--- src/rtl/cpu_mem_pkg.sv ---
// ============================================================================
// Module      : cpu_mem_pkg
// Description : Shared types and defaults for the unified-memory port arbiter.
// Revision    : 1.0 - initial release
// ============================================================================
`default_nettype none

package cpu_mem_pkg;

  localparam int ADDR_W = 32;
  localparam int DATA_W = 32;

  localparam logic PORT_IF = 1'b0;
  localparam logic PORT_DM = 1'b1;

  typedef enum logic [2:0] {
    IDLE   = 3'd0,
    GNT_IF = 3'd1,
    GNT_DM = 3'd2,
    RSP_IF = 3'd3,
    RSP_DM = 3'd4
  } arb_state_t;

  // Saturating increment used by the fetch-starvation counter.
  function automatic logic [3:0] satInc(input logic [3:0] value, input logic [3:0] limit);
    return (value < limit) ? value + 4'd1 : limit;
  endfunction

endpackage

`default_nettype wire

--- src/rtl/mem_port_arbiter_if.sv ---
// ============================================================================
// Module      : mem_port_arbiter_if
// Description : Fetch/data request ports, memory-side bus and stall outputs.
// Revision    : 1.0 - initial release
// ============================================================================
`default_nettype none

interface mem_port_arbiter_if #(
  parameter int ADDR_W = cpu_mem_pkg::ADDR_W,
  parameter int DATA_W = cpu_mem_pkg::DATA_W
);

  logic              if_req;
  logic [ADDR_W-1:0] if_addr;
  logic [DATA_W-1:0] if_rdata;
  logic              if_done;

  logic              dm_req;
  logic              dm_we;
  logic [ADDR_W-1:0] dm_addr;
  logic [DATA_W-1:0] dm_wdata;
  logic [DATA_W-1:0] dm_rdata;
  logic              dm_done;

  logic              mem_req;
  logic              mem_we;
  logic [ADDR_W-1:0] mem_addr;
  logic [DATA_W-1:0] mem_wdata;
  logic [DATA_W-1:0] mem_rdata;
  logic              mem_ready;

  logic              stall_if;
  logic              stall_dm;

  // master: requesters plus memory array; slave: the arbiter serving them.
  modport master (
    output if_req, if_addr, dm_req, dm_we, dm_addr, dm_wdata, mem_rdata, mem_ready,
    input  if_rdata, if_done, dm_rdata, dm_done,
    input  mem_req, mem_we, mem_addr, mem_wdata, stall_if, stall_dm
  );

  modport slave (
    input  if_req, if_addr, dm_req, dm_we, dm_addr, dm_wdata, mem_rdata, mem_ready,
    output if_rdata, if_done, dm_rdata, dm_done,
    output mem_req, mem_we, mem_addr, mem_wdata, stall_if, stall_dm
  );

endinterface

`default_nettype wire

--- src/rtl/mem_port_arbiter.sv ---
// ============================================================================
// Module      : mem_port_arbiter
// Description : Shares one single-ported memory between fetch and data ports,
//               data first, with a starvation limit guaranteeing fetch progress.
// Revision    : 1.0 - initial release
// ============================================================================
`default_nettype none

module mem_port_arbiter
  import cpu_mem_pkg::*;
#(
  parameter int ADDR_W       = cpu_mem_pkg::ADDR_W,
  parameter int DATA_W       = cpu_mem_pkg::DATA_W,
  parameter int STARVE_LIMIT = 4
) (
  input  wire logic        clk,
  input  wire logic        reset,
  mem_port_arbiter_if.slave bus
);

  localparam logic [3:0] C_STARVE_LIMIT = 4'(STARVE_LIMIT);

  arb_state_t        r_state;
  logic [3:0]        r_starveCnt;
  logic              r_memReq;
  logic              r_memWe;
  logic [ADDR_W-1:0] r_memAddr;
  logic [DATA_W-1:0] r_memWdata;
  logic [DATA_W-1:0] r_ifRdata;
  logic [DATA_W-1:0] r_dmRdata;
  logic              r_ifDone;
  logic              r_dmDone;

  logic              w_dmWins;
  logic              w_grant;
  logic              w_pickPort;
  logic [3:0]        w_starveNext;

  // Data wins unless fetch is waiting and has already lost STARVE_LIMIT times in a row.
  assign w_dmWins   = bus.dm_req & (~bus.if_req | (r_starveCnt < C_STARVE_LIMIT));
  assign w_grant    = w_dmWins | bus.if_req;
  assign w_pickPort = w_dmWins ? PORT_DM : PORT_IF;

  always_comb begin
    w_starveNext = 4'd0;
    if (w_pickPort == PORT_DM && bus.if_req) begin
      w_starveNext = satInc(r_starveCnt, C_STARVE_LIMIT);
    end
  end

  always_ff @(posedge clk or negedge reset) begin
    if (!reset) begin
      r_state     <= IDLE;
      r_starveCnt <= 4'd0;
      r_memReq    <= 1'b0;
      r_memWe     <= 1'b0;
      r_memAddr   <= '0;
      r_memWdata  <= '0;
      r_ifRdata   <= '0;
      r_dmRdata   <= '0;
      r_ifDone    <= 1'b0;
      r_dmDone    <= 1'b0;
    end else begin
      case (r_state)
        IDLE: begin
          if (w_grant) begin
            r_memReq    <= 1'b1;
            r_starveCnt <= w_starveNext;
            if (w_pickPort == PORT_DM) begin
              r_state    <= GNT_DM;
              r_memAddr  <= bus.dm_addr;
              r_memWdata <= bus.dm_wdata;
              r_memWe    <= bus.dm_we;
            end else begin
              r_state    <= GNT_IF;
              r_memAddr  <= bus.if_addr;
              r_memWdata <= '0;
              r_memWe    <= 1'b0;
            end
          end
        end
        GNT_IF: begin
          if (bus.mem_ready) begin
            r_memReq  <= 1'b0;
            r_memWe   <= 1'b0;
            r_ifRdata <= bus.mem_rdata;
            r_ifDone  <= 1'b1;
            r_state   <= RSP_IF;
          end
        end
        GNT_DM: begin
          if (bus.mem_ready) begin
            r_memReq <= 1'b0;
            r_memWe  <= 1'b0;
            // Stores leave the last load value visible to the pipeline.
            if (!r_memWe) begin
              r_dmRdata <= bus.mem_rdata;
            end
            r_dmDone <= 1'b1;
            r_state  <= RSP_DM;
          end
        end
        RSP_IF: begin
          r_ifDone <= 1'b0;
          r_state  <= IDLE;
        end
        RSP_DM: begin
          r_dmDone <= 1'b0;
          r_state  <= IDLE;
        end
        default: begin
          r_state <= IDLE;
        end
      endcase
    end
  end

  assign bus.mem_req   = r_memReq;
  assign bus.mem_we    = r_memWe;
  assign bus.mem_addr  = r_memAddr;
  assign bus.mem_wdata = r_memWdata;
  assign bus.if_rdata  = r_ifRdata;
  assign bus.dm_rdata  = r_dmRdata;
  assign bus.if_done   = r_ifDone;
  assign bus.dm_done   = r_dmDone;
  assign bus.stall_if  = bus.if_req & ~r_ifDone;
  assign bus.stall_dm  = bus.dm_req & ~r_dmDone;

endmodule

`default_nettype wire

--- src/flat_wrapper.sv ---
// flat-port wrapper written by rule: the top's interface ports become plain ports
module mem_port_arbiter_flat import cpu_mem_pkg::*;
#(
  parameter int ADDR_W       = cpu_mem_pkg::ADDR_W,
  parameter int DATA_W       = cpu_mem_pkg::DATA_W,
  parameter int STARVE_LIMIT = 4
)
  (clk, reset, bus_if_req, bus_if_addr, bus_dm_req, bus_dm_we, bus_dm_addr, bus_dm_wdata, bus_mem_rdata, bus_mem_ready, bus_if_rdata, bus_if_done, bus_dm_rdata, bus_dm_done, bus_mem_req, bus_mem_we, bus_mem_addr, bus_mem_wdata, bus_stall_if, bus_stall_dm);
  mem_port_arbiter_if #(.ADDR_W(ADDR_W), .DATA_W(DATA_W)) bus_i ();
  input  wire logic clk;
  input  wire logic reset;
  input wire logic [$bits(bus_i.if_req)-1:0] bus_if_req;
  input wire logic [$bits(bus_i.if_addr)-1:0] bus_if_addr;
  input wire logic [$bits(bus_i.dm_req)-1:0] bus_dm_req;
  input wire logic [$bits(bus_i.dm_we)-1:0] bus_dm_we;
  input wire logic [$bits(bus_i.dm_addr)-1:0] bus_dm_addr;
  input wire logic [$bits(bus_i.dm_wdata)-1:0] bus_dm_wdata;
  input wire logic [$bits(bus_i.mem_rdata)-1:0] bus_mem_rdata;
  input wire logic [$bits(bus_i.mem_ready)-1:0] bus_mem_ready;
  output wire logic [$bits(bus_i.if_rdata)-1:0] bus_if_rdata;
  output wire logic [$bits(bus_i.if_done)-1:0] bus_if_done;
  output wire logic [$bits(bus_i.dm_rdata)-1:0] bus_dm_rdata;
  output wire logic [$bits(bus_i.dm_done)-1:0] bus_dm_done;
  output wire logic [$bits(bus_i.mem_req)-1:0] bus_mem_req;
  output wire logic [$bits(bus_i.mem_we)-1:0] bus_mem_we;
  output wire logic [$bits(bus_i.mem_addr)-1:0] bus_mem_addr;
  output wire logic [$bits(bus_i.mem_wdata)-1:0] bus_mem_wdata;
  output wire logic [$bits(bus_i.stall_if)-1:0] bus_stall_if;
  output wire logic [$bits(bus_i.stall_dm)-1:0] bus_stall_dm;
  assign bus_i.if_req = bus_if_req;
  assign bus_i.if_addr = bus_if_addr;
  assign bus_i.dm_req = bus_dm_req;
  assign bus_i.dm_we = bus_dm_we;
  assign bus_i.dm_addr = bus_dm_addr;
  assign bus_i.dm_wdata = bus_dm_wdata;
  assign bus_i.mem_rdata = bus_mem_rdata;
  assign bus_i.mem_ready = bus_mem_ready;
  assign bus_if_rdata = bus_i.if_rdata;
  assign bus_if_done = bus_i.if_done;
  assign bus_dm_rdata = bus_i.dm_rdata;
  assign bus_dm_done = bus_i.dm_done;
  assign bus_mem_req = bus_i.mem_req;
  assign bus_mem_we = bus_i.mem_we;
  assign bus_mem_addr = bus_i.mem_addr;
  assign bus_mem_wdata = bus_i.mem_wdata;
  assign bus_stall_if = bus_i.stall_if;
  assign bus_stall_dm = bus_i.stall_dm;
  mem_port_arbiter #(.ADDR_W(ADDR_W), .DATA_W(DATA_W), .STARVE_LIMIT(STARVE_LIMIT)) u_core (.clk(clk), .reset(reset), .bus(bus_i));
endmodule
--- config.mk ---
export PLATFORM = sky130hd
export DESIGN_NAME = mem_port_arbiter_flat
export DESIGN_NICKNAME = d
export VERILOG_FILES = /design/src/rtl/cpu_mem_pkg.sv /design/src/rtl/mem_port_arbiter_if.sv /design/src/rtl/mem_port_arbiter.sv /design/src/flat_wrapper.sv
export SDC_FILE = /design/constraint.sdc
export NUM_CORES = 1
export LEC_CHECK = 0
export CAP_MARGIN = 20
export CORE_ASPECT_RATIO = 1.2
export CORE_MARGIN = 3
export CORE_UTILIZATION = 35
export CTS_CLUSTER_DIAMETER = 80
export DETAILED_ROUTE_END_ITERATION = 10
export MAX_ROUTING_LAYER = met4
export PLACE_DENSITY = 0.81
export SETUP_SLACK_MARGIN = 0.2
export SLEW_MARGIN = 20
export SYNTH_ARGS = -nofsm -noshare
export SYNTH_HDL_FRONTEND = slang
export SYNTH_SLANG_ARGS = --single-unit
--- constraint.sdc ---
create_clock -name clk -period 2.15 [get_ports clk]
set_clock_uncertainty 0.1 [all_clocks]
set_input_delay 0.43 -clock clk [delete_from_list [all_inputs] [get_ports clk]]
set_output_delay 0.43 -clock clk [all_outputs]
set_load 0.05 [all_outputs]
# Word level (Yosys, flattened, before mapping)
# Index checks and enable logic that the tools add are counted.
# W data, S select, Z words.
[classes]
eq_ne = 8
add_sub_neg = 1
mul = 0
n_div = 0
bitwise_logic = 9
n_reduce_logical = 13
shifts = 0
order_cmp = 1
muxes = 19
[ops]
columns = ["operator", "count"]
rows = [
  ["$mux W32", 2],
  ["$mux W3", 3],
  ["$pmux W3 S3", 1],
  ["$reduce_and A3 Y1", 3],
  ["$mux W4", 2],
  ["$pmux W1 S2", 4],
  ["$reduce_and A2 Y1", 4],
  ["$eq A3 B2 Y1 const B", 2],
  ["$mux W1", 6],
  ["$reduce_bool A2 Y1", 3],
  ["$add A4 B1 Y4 const B", 1],
  ["$lt A4 B3 Y1 const B", 1],
  ["$ne A2 B1 Y1 const B", 2],
  ["$ne A2 B2 Y1 const B", 2],
  ["$not A1 Y1", 4],
  ["$and A1 B1 Y1", 3],
  ["$eq A3 B1 Y1 const B", 1],
  ["$eq A3 B3 Y1 const B", 1],
  ["$logic_not A3 Y1", 1],
  ["$mux W2", 1],
  ["$or A1 B1 Y1", 2],
  ["$reduce_or A2 Y1", 1],
  ["$logic_and A1 B1 Y1", 1],
]
[word_totals]
in_bits = 134
elab_cells = 61
rom_bits = 0
mem_count = 0
output_inout_bits = 134
latch_bits = 0
reg_bits = 139
ramBits = 0

# Longest topological paths before layout
# Gate-level depths: netlist of the first run.
[depth]
ltp_word = 7
ltp_mapped = 6
mapped_depth_nobuf = 3

# Worst setup path after synthesis of the first run
# OpenSTA, ideal clock, no wires.
[synth_path]
kind = "input -> output"
from = "in bus_dm_req"
to = "out bus_stall_dm"
n_path_buf = 1
path_slack_ns = 0.251
path_stages = 3
t_required_ns = 1.620
arrival_ns = 1.369
path_cell_list = "inv_1 > clkbuf_1 > nor2_1"
[synth_via]
elab_chain_cells = 1
[synth_rtl]
columns = ["item", "line", "rtl"]
rows = [
  ["from (decl)", "flat_wrapper.sv:14", "input wire logic [$bits(bus_i.dm_req)-1:0] bus_dm_req;"],
  ["$and A1 B1 Y1", "mem_port_arbiter.sv:127", "assign bus.stall_dm = bus.dm_req & ~r_dmDone;"],
  ["to (decl)", "flat_wrapper.sv:29", "output wire logic [$bits(bus_i.stall_dm)-1:0] bus_stall_dm;"],
]
# No other way between the ends.

# Worst setup path in the final report of the first run
[layout_path]
from = "reg u_core.r_memAddr[2] (netlist: u_core.bus.mem_addr[2])"
to = "out bus_mem_addr[2]"
[layout_rtl]
columns = ["item", "line", "rtl"]
rows = [
  ["from (decl)", "mem_port_arbiter.sv:27", "logic [ADDR_W-1:0] r_memAddr;"],
  ["from (signal assigned)", "mem_port_arbiter.sv:71", "r_memAddr <= bus.dm_addr;"],
  ["from (signal assigned)", "mem_port_arbiter.sv:76", "r_memAddr <= bus.if_addr;"],
  ["to (decl)", "flat_wrapper.sv:26", "output wire logic [$bits(bus_i.mem_addr)-1:0] bus_mem_addr;"],
]
# No word-level cell between the ends.

==> results.md, run 1 <==
* Outcome: completed
* Final Slew Violations at 0
* Combinational share of power at 54.4%
* Fin nets at 850
* Hold endpoint: u_core.bus.mem_req$_DFFE_PN0P_
* Number of distinct library cells after synthesis at 38
* DRT met1 WL at 6560 um
* Estimated wirelength of the detail-placed design at 12100 um
* Post-route DRC at 0
* Fillers at 1332
* DP Worst Slack at -0.0169 ns
* Sw Share at 49.7%
* Highest metal used: met4
* CTS clk-pin slew, worst paths at 0.06 ns
* Sequential share of power at 28.3%
* Number of synthesized flops with an enable pin at 0
* Crit Reg-Reg Endpoint: u_core.bus.dm_rdata[25]$_DFFE_PN0P_
* Setup WS post-layout at 0.284 ns
* Clock power share at 17.3%
* R2R Setup Slk at 0.32 ns
* # Max-Cap Violations at 0
* Num CTS Buffers at 17
* Diode count at 0
* Hold Crit Depth at 1
* GPL Wtd Cong at 0.794
* Critical-path maximum fanout at 2
* Ys async rst share at 100%
* Hold Startpoint: u_core.bus.mem_req$_DFFE_PN0P_
* Reg2Reg Depth at 4
* # setup viols final at 0
* Startpoint Class: flop
* CP arrival at 1.34 ns
* Synthesized Nets at 582
* Worst Tran Pin Value at 0.586 ns
* CP cell instances: dlygate4sd2_1
* Yosys top cell by area: dfrtp_1
* Layout area overhead at 60.4%
* Min-delay worst type: reg2reg
* Post-synth top area share at 61.1%
* Static leakage at 4.06 nW
* Crit path required time at 1.62 ns
* CP max stage delay at 0.55 ns
* # H-tree levels at 4
* IO Count at 268
* CP Capture Type: output port
* Met2 Wirelength at 8210 um
* Die area at 0.0178 mm^2
* Part of the cycle the worst path needs at 86.8%
* Switching power at 0.00812 W
* Synth Area per Inst at 12.7 um^2
* Row cnt at 50
* # placed instances at 903
* Largest net degree at the start of global routing at 55
* First DRT Iteration DRCs at 299
* Setup Fix Bufs, Post-CTS at 0
* Leading cell types by count after synthesis: dfrtp_1, a21oi_1, a22o_1, o21ai_0
* Vias in the first global route at 5026
* Wire per inst at 17.4 um
* Grt ovf at 0
* Largest cells by area after synthesis: dfrtp_1, mux2_2, mux2_1
* CORE AREA at 0.0158 mm^2
* DR WL met3 at 1200 um
* Vias post-DR at 4839
* Die Ht at 146 um
* Drt first pass iters at 5
* WP buf/inv at 1
* First-pass GRT wire length at 25700 um
* Crit path max-delay family: buffers and inverters
* Die width at 122 um
* Final wirelength at 16300 um
* Slew margin rel. at 60.9%
* Starting Density at 36.1%
* Top-count cell post-synth: dfrtp_1
* Post-DR vias/cell at 5.17
* Layout cells sized above 1 at 14.1%
* Non-Filler Instances at 936
* Hold Fails Final Rpt at 0
* CTS tree: built
* Max Root-Sink Buffers at 2
* Tmin final at 1.87 ns
* Achievable frequency at 0.536 GHz
* Main flop type after synthesis: dfrtp_1
* CP max stage cell: dlygate4sd2_1
* Kind of critical path: reg2out
* Internal power at 0.00822 W
* Clk_lat worst skew at 0.40 ns
* P per Cell Area at 1790 mW/mm^2
* DRT antenna net count at 0
* CTS Root Cell: clkbuf_16
* Post-route design area at 0.00913 mm^2
* Initial antenna violation count at 0
* #FFs+latches synth at 139
* All-Layer GR Usage at 18.7%
* RSZ-0062 raised after global routing: false
* Netlist Area Pre-Place at 0.00569 mm^2
* Worst VDD drop at 855 uV
* Buffers on Ports at 267
* Final setup TNS at 0 ns
* CTS sink count at 139
* Yosys warns at 0
* Syn Inst Count at 447
* Critical R2R Launch: u_core.r_state[0]$_DFFE_PN0P_
* Register area share after synthesis at 61.1%
* Area after DPL at 0.00870 mm^2
-- layer usage --
layer | global-route usage, % | up-vias
met1 | 22.4 | 2366
met2 | 30.6 | 242
li1 | - | 2205
met3 | 4.90 | 26
met5 | - | -
met4 | 5.99 | 0
-- sequential cells by signal, summed over array words and instances, names as in the netlist --
name and flops:
u_core.bus.dm_rdata 32, u_core.bus.if_rdata 32, u_core.bus.mem_addr 32, u_core.bus.mem_wdata 32, u_core.r_starveCnt 4, u_core.r_state 3
u_core.bus.dm_done 1, u_core.bus.if_done 1, u_core.bus.mem_req 1, u_core.bus.mem_we 1
-- final cells by class --
cell class	instances	area [um^2]	share of cell area, %
multi-input cells	265	2010	22.0
clock inverters	15	154	1.69
clock buffers	17	425	4.66
flip-flops and latches	139	3480	38.1
inverters	3	11.3	0.123
well taps	208	260	2.85
repair buffers	289	2790	30.6
-- logic make-up after synthesis --
family	share of synthesized area, %
XOR/XNOR	0.154
AO/OA/AOI/OAI	15.8
adder cells (fa/ha/maj)	0.220
AND/OR/NAND/NOR	5.56
multiplexers	13.0
buffers and inverters	4.07
flip-flops	61.1
-- how the worst max path moves through the flow --
| stage | start | endpoint | cells past startpoint |
|---|---|---|---|
| finish | u_core.bus.mem_addr[2]$_DFFE_PN0P_ | bus_mem_addr[2] | 1 |
| global route | u_core.r_state[0]$_DFFE_PN0P_ | u_core.bus.dm_rdata[25]$_DFFE_PN0P_ | 4 |
| CTS | u_core.bus.mem_addr[2]$_DFFE_PN0P_ | bus_mem_addr[2] | 1 |
| detailed placement | bus_mem_ready | u_core.bus.if_rdata[27]$_DFFE_PN0P_ | 4 |
| global placement | bus_mem_ready | u_core.bus.dm_rdata[30]$_DFFE_PN0P_ | 5 |
| floorplan | bus_dm_req | bus_stall_dm | 3 |
-- cell usage in the layout, fill, tap and decap left out, types with 2 or more instances in the layout --
master             n
clkdlybuf4s50_1  130
buf_4             17
o21a_1             2
nor3_4             2
a31oi_1           33
nor2_1             2
nor2b_1            2
mux2_2            33
mux2_1            32
a21oi_1           35
o21ai_0           34
buf_12            10
nor2_2             2
nand2_1            4
clkbuf_16         17
inv_1              2
inv_8              3
dlygate4sd2_1    130
and2_1             2
inv_6              5
dfrtp_1          139
nand3_1           32
a22o_1            34
a211oi_1           2
clkinvlp_4         5
-- power groups by stage --
| stage | Sequential, W | Clock (W) | Combinational [W] |
|---|---|---|---|
| after floorplan | 0.00869 | 0 | 0.00218 |
| after global placement | 0.00464 | 0 | 0.00958 |
| after detailed placement | 0.00470 | 0 | 0.00978 |
| after CTS | 0.00463 | 0.00291 | 0.00898 |
| after global routing | 0.00478 | 0.00302 | 0.00931 |
| final | 0.00462 | 0.00283 | 0.00890 |
-- stage by stage --
| step | util, % | total power, W | hold WS (ns) |
|---|---|---|---|
| after floorplan | - | 0.0109 | 0.0344 |
| after global placement | 55.2 | 0.0142 | 0.250 |
| after detailed placement | 55.2 | 0.0145 | 0.254 |
| after CTS | 57.9 | 0.0165 | 0.379 |
| after global routing | 57.9 | 0.0171 | 0.399 |
| final | 57.9 | 0.0163 | 0.374 |
-- timing repair --
| action | in CTS | in global routing |
|---|---|---|
| hold buffers | 1 | 0 |
| endpoints found under the setup margin | 130 | 0 |
| gates resized for setup | 132 | 0 |
| endpoints found under the hold margin | 36 | 0 |
No activity file was read; power rests on OpenSTA's default activity.
==> inputs of run 2 (changes only) <==
- MAX_ROUTING_LAYER: met4 -> unset
==> results.md, run 2 (same netlist as run 1, synthesis figures left out) <==
* Outcome: completed
* Layout area overhead at 60.4%
* DR WL met3 at 1220 um
* Reg2Reg Depth at 4
* IO Count at 268
* Worst path depth at 1
* # placed instances at 903
* Tmin final at 1.87 ns
* Critical R2R Launch: u_core.r_state[0]$_DFFE_PN0P_
* Drt first pass iters at 5
* Met2 Wirelength at 8300 um
* CP max stage delay at 0.55 ns
* P per Cell Area at 1790 mW/mm^2
* Final wirelength at 16300 um
* Vias in the first global route at 5009
* Row cnt at 50
* CTS Root Cell: clkbuf_16
* Worst Tran Pin Value at 0.587 ns
* Final Power at 0.0163 W
* Highest metal used: met4
* Post-layout util at 57.9%
* Most common cell after layout, fill and taps aside: dfrtp_1
* Diode count at 0
* Achievable frequency at 0.535 GHz
* Hold Fails Final Rpt at 0
* WP buf/inv at 1
* Kind of critical path: reg2out
* Largest net degree at the start of global routing at 55
* Hold Crit Depth at 1
* Critical-path maximum fanout at 2
* Buffers on Ports at 267
* Setup Fix Bufs, Post-CTS at 0
* RSZ-0062 raised after global routing: false
* DRT met1 WL at 6470 um
* Crit Reg-Reg Endpoint: u_core.bus.dm_rdata[25]$_DFFE_PN0P_
* Hold Startpoint: u_core.bus.mem_req$_DFFE_PN0P_
* Fin nets at 850
* CP max stage cell: dlygate4sd2_1
* Estimated wirelength of the detail-placed design at 12100 um
* CORE AREA at 0.0158 mm^2
* Hold endpoint: u_core.bus.mem_req$_DFFE_PN0P_
* Layout cells sized above 1 at 14.1%
* Crit path required time at 1.62 ns
* CTS tree: built
* CP arrival at 1.34 ns
* Starting Density at 36.1%
* Post-route DRC at 0
* First DRT Iteration DRCs at 278
* All-Layer GR Usage at 18.1%
* Startpoint Class: flop
* Die width at 122 um
* Die area at 0.0178 mm^2
* Static leakage at 4.06 nW
* First-pass GRT wire length at 25700 um
* # setup viols final at 0
* Final Slew Violations at 0
* CTS clk-pin slew, worst paths at 0.06 ns
* GPL Wtd Cong at 0.783
* Num CTS Buffers at 17
* CTS sink count at 139
* Clk_lat worst skew at 0.41 ns
* Post-DR vias/cell at 5.14
* R2R Setup Slk at 0.32 ns
* Vias post-DR at 4813
* Grt ovf at 0
* Worst VDD drop at 852 uV
* Part of the cycle the worst path needs at 87.0%
* DRT antenna net count at 0
* Wire per inst at 17.4 um
* Die Ht at 146 um
* Non-Filler Instances at 936
* CP Capture Type: output port
* CP cell instances: dlygate4sd2_1
* # H-tree levels at 4
* Crit path max-delay family: buffers and inverters
* Max Root-Sink Buffers at 2
* # Max-Cap Violations at 0
* Min-delay worst type: reg2reg
* Most frequent cells in the layout: dfrtp_1, clkdlybuf4s50_1, dlygate4sd2_1
* Initial antenna violation count at 0
* Slew margin rel. at 60.9%
[run 2: power by group]
group | switching (W) | internal (W)
Combinational | 0.00618 | 0.00271
Sequential | 0.000743 | 0.00388
Clock | 0.00120 | 0.00163
[run 2: worst max-delay path by stage]
stage / start / to / slack (ns)
2_1_floorplan: bus_dm_req / bus_stall_dm / 0.25
3_3_place_gp: bus_mem_ready / u_core.bus.dm_rdata[30]$_DFFE_PN0P_ / 0.01
3_5_place_dp: bus_mem_ready / u_core.bus.if_rdata[27]$_DFFE_PN0P_ / -0.02
4_1_cts: u_core.bus.mem_addr[2]$_DFFE_PN0P_ / bus_mem_addr[2] / 0.26
5_1_grt: u_core.r_state[0]$_DFFE_PN0P_ / u_core.bus.dm_rdata[25]$_DFFE_PN0P_ / 0.22
6_report: u_core.bus.mem_addr[2]$_DFFE_PN0P_ / bus_mem_addr[2] / 0.28
[run 2: timing repair]
| item | 4_1_cts | 5_1_grt |
|---|---|---|
| resized for setup | 132 | 0 |
| hold endpoints to repair | 36 | 0 |
| setup endpoints to repair | 130 | 0 |
| hold buffers | 1 | 0 |
[run 2: metal layers]
layer  GRT usage [%]  vias up
met5               0        -
met4            5.99        0
met3            5.60       24
met2            30.6      220
met1            21.9     2367
li1                -     2202
[run 2: area by class of cell]
| cell class | instances | area [um^2] |
|---|---|---|
| clock buffers | 17 | 425 |
| clock inverters | 15 | 154 |
| fillers | 1332 | 6640 |
| inverters | 3 | 11.3 |
| multi-input cells | 265 | 2010 |
| flip-flops and latches | 139 | 3480 |
| well taps | 208 | 260 |
| repair buffers | 289 | 2790 |
[run 2: stage by stage]
| step | cell area, um^2 | setup TNS [ns] | hold WS (ns) | setup WS [ns] |
|---|---|---|---|---|
| 6_report | 9130 | 0 | 0.375 | 0.280 |
| 5_1_grt | 9130 | 0 | 0.399 | 0.223 |
| 4_1_cts | 9130 | 0 | 0.379 | 0.260 |
| 3_5_place_dp | 8700 | -0.177 | 0.254 | -0.0169 |
| 3_3_place_gp | 8700 | 0 | 0.250 | 0.0127 |
| 2_1_floorplan | 5690 | 0 | 0.0344 | 0.251 |
==> inputs of run 3 (changes only) <==
- CORE_MARGIN: 3 -> 2
- CORE_UTILIZATION: 35 -> 41
- PLACE_DENSITY: 0.81 -> 0.91
==> results.md, run 3 (same netlist as run 1, synthesis figures left out) <==
* Most frequent cells in the layout: dfrtp_1, clkdlybuf4s50_1, dlygate4sd2_1
* # Max-Cap Violations at 0
* Buffers on Ports at 267
* Outcome: completed
* Layout area overhead at 61.3%
* Largest net degree at the start of global routing at 54
* CTS clk-pin slew, worst paths at 0.06 ns
* Non-Filler Instances at 904
* CORE AREA at 0.0137 mm^2
* Slew margin rel. at 57.7%
* # H-tree levels at 4
* CTS sink count at 139
* CTS Root Cell: clkbuf_16
* Die width at 112 um
* Post-layout util at 67.0%
* Post-route DRC at 0
* Vias in the first global route at 5338
* Kind of critical path: in2out
* CP Capture Type: output port
* Num CTS Buffers at 17
* All-Layer GR Usage at 23.3%
* Diode count at 0
* Most common cell after layout, fill and taps aside: dfrtp_1
* Die Ht at 133 um
* Part of the cycle the worst path needs at 88.7%
* Max Root-Sink Buffers at 2
* P per Cell Area at 1800 mW/mm^2
* Row cnt at 47
* Fillers at 1002
* DRT antenna net count at 0
* Vias post-DR at 4989
* CTS tree: built
* Tmin final at 1.91 ns
* Post-DR vias/cell at 5.52
* DP Worst Slack at -0.265 ns
* Die area at 0.0148 mm^2
* First-pass GRT wire length at 27600 um
* Startpoint Class: input port
* Crit path required time at 1.62 ns
* CP max stage cell: clkdlybuf4s50_1
* CP cell instances: clkdlybuf4s50_1, buf_4, nor2b_4, buf_12
* Final Slew Violations at 0
* CP arrival at 1.38 ns
* Grt ovf at 0
* Fin nets at 855
* Estimated wirelength of the detail-placed design at 12400 um
* # placed instances at 867
* Min-delay worst type: reg2reg
* First DRT Iteration DRCs at 400
* Final setup TNS at 0 ns
* CP max stage delay at 0.49 ns
* Static leakage at 4.14 nW
* Starting Density at 41.5%
* Worst VDD drop at 1170 uV
* Initial antenna violation count at 0
* Critical-path maximum fanout at 6
* Wire per inst at 19.2 um
* Drt first pass iters at 5
* Hold Fails Final Rpt at 0
* # setup viols final at 0
* Setup WS post-layout at 0.242 ns
* RSZ-0062 raised after global routing: true
* Final wirelength at 17300 um
* Worst Tran Pin Value at 0.635 ns
* Layout cells sized above 1 at 14.9%
* IO Count at 268
* GPL Wtd Cong at 0.866
* Achievable frequency at 0.524 GHz
* Clk_lat worst skew at 0.40 ns
[run 3: cell count changes in the layout (fill, tap and decap cells not counted), sizes merged, moves of 2 or more]
cell and change:
clkbuf +3, buf +4, clkinvlp -4, clkinv +3, inv -2, dlygate4sd2 -2
[run 3: layout make-up]
cell class                 count  area [um^2]  share of cell area (%)
multi-input combinational    265         2020                    22.0
clock inverter                12          128                    1.39
inverter                       3         11.3                   0.123
tap                          171          214                    2.33
timing repair buffer         294         2860                    31.2
sequential                   139         3480                    37.9
clock buffer                  20          467                    5.08
[run 3: worst paths after layout]
check                                                         start                                   to  slack (ns)  cells after the start
max in group asynchronous                                     reset  u_core.bus.mem_addr[21]$_DFFE_PN0P_        0.88                      3
min in group asynchronous                                     reset   u_core.bus.if_rdata[9]$_DFFE_PN0P_        0.46                      2
worst max-delay path                                     bus_if_req                         bus_stall_if        0.24                      4
worst max register to register        u_core.r_state[0]$_DFFE_PN0P_  u_core.bus.dm_rdata[11]$_DFFE_PN0P_        0.31                      5
worst min register to register  u_core.bus.dm_rdata[17]$_DFFE_PN0P_  u_core.bus.dm_rdata[17]$_DFFE_PN0P_        0.38                      1
worst min-delay path            u_core.bus.dm_rdata[17]$_DFFE_PN0P_  u_core.bus.dm_rdata[17]$_DFFE_PN0P_        0.38                      1
[run 3: repair_timing]
item / CTS / global route
gates cloned: 1 / 0
setup endpoints to repair: 162 / 2
endpoints found under the hold margin: 49 / 0
resized for setup: 136 / 1
hold buffers: 1 / 0
setup buffers: 1 / 1
pin swaps: 1 / 0
[run 3: report_power, final]
group          internal [W]  leakage (nW)  total, W  switching (W)
sequential          0.00388          1.67   0.00457       0.000693
clock               0.00172         0.291   0.00290        0.00118
combinational       0.00274          2.18   0.00906        0.00632
total               0.00834          4.14    0.0165        0.00819
[run 3: per-layer routing]
metal	global-route usage, %	vias to the layer above	part of all wire (%)
met5	0	-	0
met4	9.67	0	2.7
met3	6.32	38	7.0
met2	41.6	273	54
met1	26.4	2470	37
li1	-	2208	-
[run 3: stage by stage]
stage | total power (W) | instance area [um^2] | hold slack (ns)
finish | 0.0165 | 9180 | 0.380
global route | 0.0173 | 9180 | 0.388
CTS | 0.0166 | 9160 | 0.382
detailed placement | 0.0145 | 8650 | 0.322
global placement | 0.0142 | 8650 | 0.311
floorplan | 0.0109 | 5690 | 0.0344
[run 3: critical path: cells and delay by family]
family	cells	cell delay (ns)
buffers and inverters	3	0.78
and+or+nand+nor	1	0.16
